### src/rtl/hazard_ctrl.sv
// Pipeline hazard controller: per-cycle advance/hold/bubble decisions for the four pipeline
// latches, a redirect held across D-cache misses, sticky halt and saturating stall/flush counters.
module hazard_ctrl #(
    parameter int CNT_W = 32
) (
    input  logic             CLK,
    input  logic             nRST,
    input  logic             ihit,
    input  logic             dhit,
    input  logic             exmem_DRen,
    input  logic             exmem_DWen,
    input  logic             idex_DRen,
    input  logic [4:0]       idex_rt,
    input  logic [4:0]       ifid_rs,
    input  logic [4:0]       ifid_rt,
    input  logic             redirect,
    input  logic             halt_wb,
    output logic             pc_en,
    output logic             ifid_en,
    output logic             ifid_flush,
    output logic             idex_en,
    output logic             idex_flush,
    output logic             exmem_en,
    output logic             exmem_flush,
    output logic             memwb_en,
    output logic             redirect_sel,
    output logic             halted,
    output logic [CNT_W-1:0] stall_cnt,
    output logic [CNT_W-1:0] flush_cnt
);

    typedef enum logic [1:0] {INIT, RUN, MEM_WAIT, HALT} state_t;

    typedef struct packed {
        logic pc_en;
        logic ifid_en;
        logic ifid_flush;
        logic idex_en;
        logic idex_flush;
        logic exmem_en;
        logic exmem_flush;
        logic memwb_en;
        logic redirect_sel;
    } ctrl_t;

    localparam ctrl_t C_FREEZE = 9'b0_0_0_0_0_0_0_0_0;
    localparam ctrl_t C_REDIR  = 9'b1_1_1_1_1_1_1_1_1;
    localparam ctrl_t C_LDUSE  = 9'b0_0_0_1_1_1_0_1_0;
    localparam ctrl_t C_IMISS  = 9'b0_1_1_1_0_1_0_1_0;
    localparam ctrl_t C_FLOW   = 9'b1_1_0_1_0_1_0_1_0;

    state_t state, next_state;
    logic   pend, next_pend;
    logic   halted_q, next_halted;
    ctrl_t  ctrl, ctrl_local;

    logic mem_miss, load_use;

    assign mem_miss = (exmem_DRen | exmem_DWen) & ~dhit;
    assign load_use = idex_DRen & (idex_rt != 5'd0) &
                      ((idex_rt == ifid_rs) | (idex_rt == ifid_rt));

    // Decision when no redirect is in play: load-use beats an I-cache miss.
    always_comb begin
        ctrl_local = C_FLOW;
        if (load_use)
            ctrl_local = C_LDUSE;
        else if (!ihit)
            ctrl_local = C_IMISS;
    end

    always_ff @(posedge CLK or negedge nRST) begin
        if (!nRST) begin
            state    <= INIT;
            pend     <= 1'b0;
            halted_q <= 1'b0;
        end else begin
            state    <= next_state;
            pend     <= next_pend;
            halted_q <= next_halted;
        end
    end

    always_comb begin
        next_state  = state;
        next_pend   = pend;
        next_halted = halted_q;
        unique case (state)
            INIT: next_state = RUN;
            RUN: begin
                if (halt_wb) begin
                    next_state  = HALT;
                    next_halted = 1'b1;
                end else if (mem_miss) begin
                    next_state = MEM_WAIT;
                    next_pend  = redirect;
                end
            end
            MEM_WAIT: begin
                if (dhit) begin
                    next_state = RUN;
                    next_pend  = 1'b0;
                end
            end
            HALT: next_state = HALT;
            default: next_state = INIT;
        endcase
    end

    always_comb begin
        ctrl = C_FREEZE;
        unique case (state)
            RUN: begin
                if (!halt_wb && !mem_miss)
                    ctrl = redirect ? C_REDIR : ctrl_local;
            end
            // A redirect captured on miss entry is replayed on the cycle the miss resolves.
            MEM_WAIT: begin
                if (dhit)
                    ctrl = (pend | redirect) ? C_REDIR : ctrl_local;
            end
            default: ctrl = C_FREEZE;
        endcase
    end

    assign pc_en        = ctrl.pc_en;
    assign ifid_en      = ctrl.ifid_en;
    assign ifid_flush   = ctrl.ifid_flush;
    assign idex_en      = ctrl.idex_en;
    assign idex_flush   = ctrl.idex_flush;
    assign exmem_en     = ctrl.exmem_en;
    assign exmem_flush  = ctrl.exmem_flush;
    assign memwb_en     = ctrl.memwb_en;
    assign redirect_sel = ctrl.redirect_sel;
    assign halted       = halted_q;

    logic stall_inc;
    assign stall_inc = ((state == RUN) || (state == MEM_WAIT)) && !ctrl.pc_en;

    always_ff @(posedge CLK or negedge nRST) begin
        if (!nRST) begin
            stall_cnt <= '0;
            flush_cnt <= '0;
        end else begin
            if (stall_inc && (stall_cnt != '1))
                stall_cnt <= stall_cnt + CNT_W'(1);
            if (ctrl.redirect_sel && (flush_cnt != '1))
                flush_cnt <= flush_cnt + CNT_W'(1);
        end
    end

endmodule
### config.mk
export PLATFORM = sky130hd
export DESIGN_NAME = hazard_ctrl
export DESIGN_NICKNAME = d
export VERILOG_FILES = /design/src/rtl/hazard_ctrl.sv
export SDC_FILE = /design/constraint.sdc
export NUM_CORES = 1
export LEC_CHECK = 0
export ABC_AREA = 1
export BUFFER_PORTS_ARGS = -buffer_cell sky130_fd_sc_hd__clkbuf_2
export CORE_ASPECT_RATIO = 0.9
export CORE_UTILIZATION = 59
export DETAILED_ROUTE_END_ITERATION = 16
export GPL_TIMING_DRIVEN = 1
export PLACE_DENSITY = 0.86
export SLEW_MARGIN = 40
export SYNTH_ARGS = -nofsm -noshare
export SYNTH_HDL_FRONTEND = slang
export SYNTH_SLANG_ARGS = --single-unit
### constraint.sdc
create_clock -name CLK -period 4.05 [get_ports CLK]
set_input_delay 0.81 -clock CLK [delete_from_list [all_inputs] [get_ports CLK]]
set_output_delay 0.81 -clock CLK [all_outputs]
set_load 0.05 [all_outputs]
Word-level counts from Yosys, hierarchy flattened
Cells that the tools add are included.

Output and inout port bits: 74. Logic and storage cells: 54. Flip-flop bits (word level): 68. Input bits: 24.

Eq/ne operators: 11. Bitwise logic cells: 7. Reductions and logical operators: 14. Multiplexer cells: 15. Add/sub/neg operators: 2.

Operator list (count): 32-bit by 1-bit adder with 32-bit output (second input constant) (2); 32-bit != test (second input constant) (2); 9-bit two-way mux (6); 9-bit one-hot mux with 2 select lines (1); 5-bit == test (2); 2-bit one-hot mux with 4 select lines (1); 2-bit two-way mux (3); 2-bit != test (second input constant) (3); 5-bit nonzero test (1); 2-bit == test (second input constant) (2); 1-bit logical AND (4); 2-bit AND reduction (2); 4-bit AND reduction (1); 1-bit bitwise AND (3); 1-bit zero test (3); 1-bit two-way mux (3); 3-bit != test (second input constant) (1); 1-bit bitwise OR (3); 2-bit by 1-bit == test with 1-bit output (second input constant) (1); 2-bit zero test (1); 1-bit one-hot mux with 2 select lines (1); 2-bit nonzero test (1); 1-bit logical OR (1); 1-bit inverter (1).

Longest topological paths before layout
Word-level depth: 10. Mapped depth: 15. Depth with buffers taken out: 14.

Worst setup path before layout
Ideal clock, no wire load.

Path kind: input-to-output. Start: in exmem_DWen. End: out ifid_flush. Setup slack: 0.743 ns. Arrival time: 2.497 ns. Path buffers: 0. Cell stages on the path: 7. Data required time: 3.240 ns. Cells stage by stage: o21bai_2 -> nand2_1 -> nor2_2 -> inv_2 -> a21oi_2 -> and2_4 -> a31o_2.

Longest elaborated chain between the ends: 6.

RTL lines: from (decl) (line 11) `input logic exmem_DWen,`; 1-bit bitwise OR (line 59) `assign mem_miss = (exmem_DRen | exmem_DWen) & ~dhit;`; 1-bit bitwise AND (line 59); 1-bit zero test (line 114) `if (!halt_wb && !mem_miss)`; 1-bit logical AND (line 114); 9-bit two-way mux (line 114); 9-bit one-hot mux with 2 select lines (line 112) `unique case (state)`; to (decl) (line 20) `output logic ifid_flush,`.

No other way between the ends.

Worst setup path after layout
Start: reg state[1]. End: out ifid_flush.

Longest elaborated chain between the ends: 2. Elaborated cells on any way between the ends: 3. Those cells by class: 2 x eq/ne; 1 x mux.

RTL lines: from (decl) (line 52) `state_t state, next_state;`; from (signal assigned) (line 78) `state <= next_state;`; 2-bit == test or 2-bit by 1-bit == test with 1-bit output (tied branches) (line 112); 9-bit one-hot mux with 2 select lines * (line 112).

Every way passes the cells marked *; elsewhere a longest branch is shown, timed or not.

==> results.md <==
* Post-Layout Inst Area at 0.005170 sq mm
* Synth Area in XOR/XNOR at 11.95%
* Filler cells at 631
* Final setup viols at 0
* RSZ-0062 raised after global routing: no
* Worst-path clk slew at 0.08 ns
* Antenna-violating nets left at 0
* Register share of total power at 40.4%
* Syn nets at 641
* Via count at 4526
* Final worst-path cycle share at 76.51%
* Vias in the first global route at 3989
* Clock share of power at 28.3%
* Largest family of logic cells by synthesized area: simple AND/OR/NAND/NOR gates
* CP bufs+invs at 4
* Maximum clock frequency at 322.7 MHz
* Worst-path maximum fanout at 5
* CTS Buf Count at 9
* CP Class: reg -> out
* Mux contribution to synthesized area at 0%
* WL final at 11670 um
* Crit-path max cell delay at 0.42 ns
* Area delta synth->final at 15.68%
* PwrDens at 375.7 mW/mm^2
* Sequential share of the synthesized area at 38.07%
* Post-DP HPWL at 8791 um
* Synthesized area per cell at 7.303 sq um
* Switching Share at 40.40%
* Post-CTS sizing at 0
* Synth cell types at 35
* CTS tree: yes
* Pleak at 2.740 nW
* Max_cap viols at 0
* Die area at 0.007928 sq mm
* Max-slew violations at 0
* Remaining DRCs at 0
* Number of top-level pins at 98
* Layout cells sized above 1 at 19.72%
* Final Skew at 0.01400 ns
* Slowest cell on crit path: dfrtp_1
* Pin count of the biggest net entering global routing at 49
* Int Power at 0.001158 W
* Drt pass-1 iters at 7
* FP Rows at 29
* Flop and latch count out of synthesis at 68
* Hold Slack at 0.4036 ns
* WP data required at 3.24 ns
* CP Data Arrival Time at 2.29 ns
* VDD IR max at 0.0004218 V
* Reg2reg setup slack at 1.68 ns
* Status: completed
* CP delay by family, top: buffers and inverters
* First-pass GRT wire length at 19020 um
* Simple-Gate Fraction of Synth Area at 38.24%
* Worst slew pin tran at 0.6020 ns
* Psw at 0.0007846 W
* Vias per cell at 5.636
* Longest Clk Path Bufs at 2
* CP dominant cell by count: inv_1
* Placer Congestion at 0.9718
* H-tree depth at 3
* Setup bufs post-CTS at 0
* Slew headroom at 59.87%
* Die H at 84.57 um
* Setup crit end kind: primary output
* Cts-stage hold buffer count at 0
* Placed Area at 0.004977 sq mm
* Initial core utilization at 62.21%
* Worst hold path type: in -> async
* Post-synthesis instance total at 612
* Setup TNS at 0 ns
* Final nets at 734
* Worst r2r dst: flush_cnt[13]$_DFFE_PN0P_
* Warnings from Yosys at 0
* R2R depth at 11
* DR iter-0 viols at 396
* RR Startpoint: state[1]$_DFFE_PN0P_
* ANT cells at 0
* GRT overflow at 0
* Post-Place Cells at 787
* Adder-cell area share of the yosys netlist at 1.400%
* Final hold vios at 0
* Final min period at 3.099 ns
* Die Wd at 93.74 um
* Cell Area, Synth at 0.004469 sq mm
* Crit path cell chain: inv_1 -> ha_1 -> inv_1 -> nor2_2 -> inv_2 -> a21oi_2 -> and2_4 -> a31o_2 -> clkbuf_2
* CP Launch Type: register
* Root Driver: clkbuf_8
* PortBufs at 97
* Clk sink count at 68
* Clock Latency Late Sink at 0.35 ns
* Initial antenna violation count at 0
* Core Region at 0.007184 sq mm
* DR WL/cell at 14.53 um
* Layout Cells excl Fill at 803
* Tot GR Track Use at 30.62%
* Comb pwr share at 31.2%
* Post-synthesis compound-gate area fraction at 2.520%
==> registers in the layout, summed over array words and instances, names as in the netlist <==
name,count
stall_cnt,32
state,2
flush_cnt,32
pend,1
halted,1
==> synthesized netlist by cell type <==
cell type / number / area share (%)
nand2_1: 191 / 16
dfrtp_1: 68 / 38
inv_1: 56 / 4.7
nor2_1: 54 / 4.5
nand3_1: 53 / 5.9
xor2_1: 38 / 7.4
nor3_1: 27 / 3.0
nand4_1: 23 / 3.2
xnor2_1: 23 / 4.5
nor4_1: 10 / 1.4
o21ai_0: 7 / 0.78
a21oi_1: 6 / 0.67
buf_4: 6 / 1.0
clkbuf_1: 6 / 0.50
inv_2: 6 / 0.50
ha_1: 5 / 1.4
nor2_2: 5 / 0.70
buf_2: 3 / 0.34
buf_6: 3 / 0.76
nand2_2: 3 / 0.42
nand4_2: 2 / 0.56
nor3_2: 2 / 0.45
o21ai_1: 2 / 0.22
or3_1: 2 / 0.28
a21oi_2: 1 / 0.20
a31o_2: 1 / 0.20
and2_4: 1 / 0.20
and3b_1: 1 / 0.20
nand2_4: 1 / 0.25
nand3_2: 1 / 0.22
nand3_4: 1 / 0.39
nand3b_1: 1 / 0.17
nor2_4: 1 / 0.25
o2111ai_1: 1 / 0.20
o21bai_2: 1 / 0.25
==> layout by cell type (no fill, tap or decap), types with 2 or more instances in the layout <==
master and count:
a21oi_1 6, nand2_2 3, o21ai_0 7, clkbuf_2 96, nor3_1 27, clkbuf_1 2, o21ai_1 2, inv_1 56
nor3_2 2, clkbuf_8 9, inv_2 6, nand4_1 23, nor2_2 5, nand2_1 191, xnor2_1 23, buf_4 3
ha_1 5, nor2_1 54, or3_1 2, nand3_1 53, nor4_1 10, dfrtp_1 68, xor2_1 38, clkinv_2 3
==> per-stage QoR <==
stage                     setup WS [ns]  power, W  utilization, %
after floorplan                  0.7428  0.001267               -
after global placement            1.139  0.001368           69.28
after detailed placement          1.028  0.001396           69.28
after CTS                        0.9777  0.001937           71.84
after global routing             0.7853  0.002030           71.96
final                            0.9512  0.001942           71.96
==> worst max-delay path by stage <==
stage | endpoint | cells past startpoint | slack, ns | start
2_1_floorplan | ifid_flush | 7 | 0.74 | exmem_DWen
3_3_place_gp | ifid_flush | 9 | 1.14 | exmem_DWen
3_5_place_dp | ifid_flush | 9 | 1.03 | dhit
4_1_cts | ifid_flush | 9 | 0.98 | state[1]$_DFFE_PN0P_
5_1_grt | ifid_flush | 9 | 0.79 | state[1]$_DFFE_PN0P_
6_report | ifid_flush | 9 | 0.95 | state[1]$_DFFE_PN0P_
==> worst reg2reg max path: stages (launching register included) <==
cell,delay [ns]
dfrtp_1,0.42
inv_1,0.07
ha_1,0.20
inv_1,0.10
nor2_2,0.21
inv_2,0.06
a21oi_2,0.25
and2_4,0.24
nand2_4,0.17
inv_2,0.25
nand3_1,0.13
xnor2_1,0.15
==> logic make-up (layout without fill, tap and decap cells) <==
family | count (synthesis) | in the layout
compound gates | 19 | 19
xor+xnor | 61 | 61
fa+ha+maj | 5 | 5
buf+inv | 80 | 178
flops | 68 | 68
simple gates | 379 | 379
==> power by group through the flow <==
stage	Combinational (W)	Clock, W	Sequential, W
2_1_floorplan	0.000366	0	0.000901
3_3_place_gp	0.000576	0	0.000792
3_5_place_dp	0.000598	0	0.000798
4_1_cts	0.000597	0.000555	0.000785
5_1_grt	0.000656	0.000582	0.000792
6_report	0.000606	0.000551	0.000785
==> layer usage <==
metal,vias up,GRT usage (%),part of all wire [%]
met2,231,44.86,46
met3,30,8.696,8.7
met1,2099,43.36,44
met5,-,0,0
met4,0,10.49,1.9
li1,2166,-,-
==> final cells by class <==
cell class	count	area (sq um)	area share (%)
timing repair buffer	100	508.0	9.826
clock inverter	5	52.55	1.016
inverter	62	232.7	4.501
multi-input combinational	464	2427	46.95
clock buffer	11	131.4	2.541
sequential	68	1702	32.91
tap	93	116.4	2.251
No activity file was read; power rests on OpenSTA's default activity.
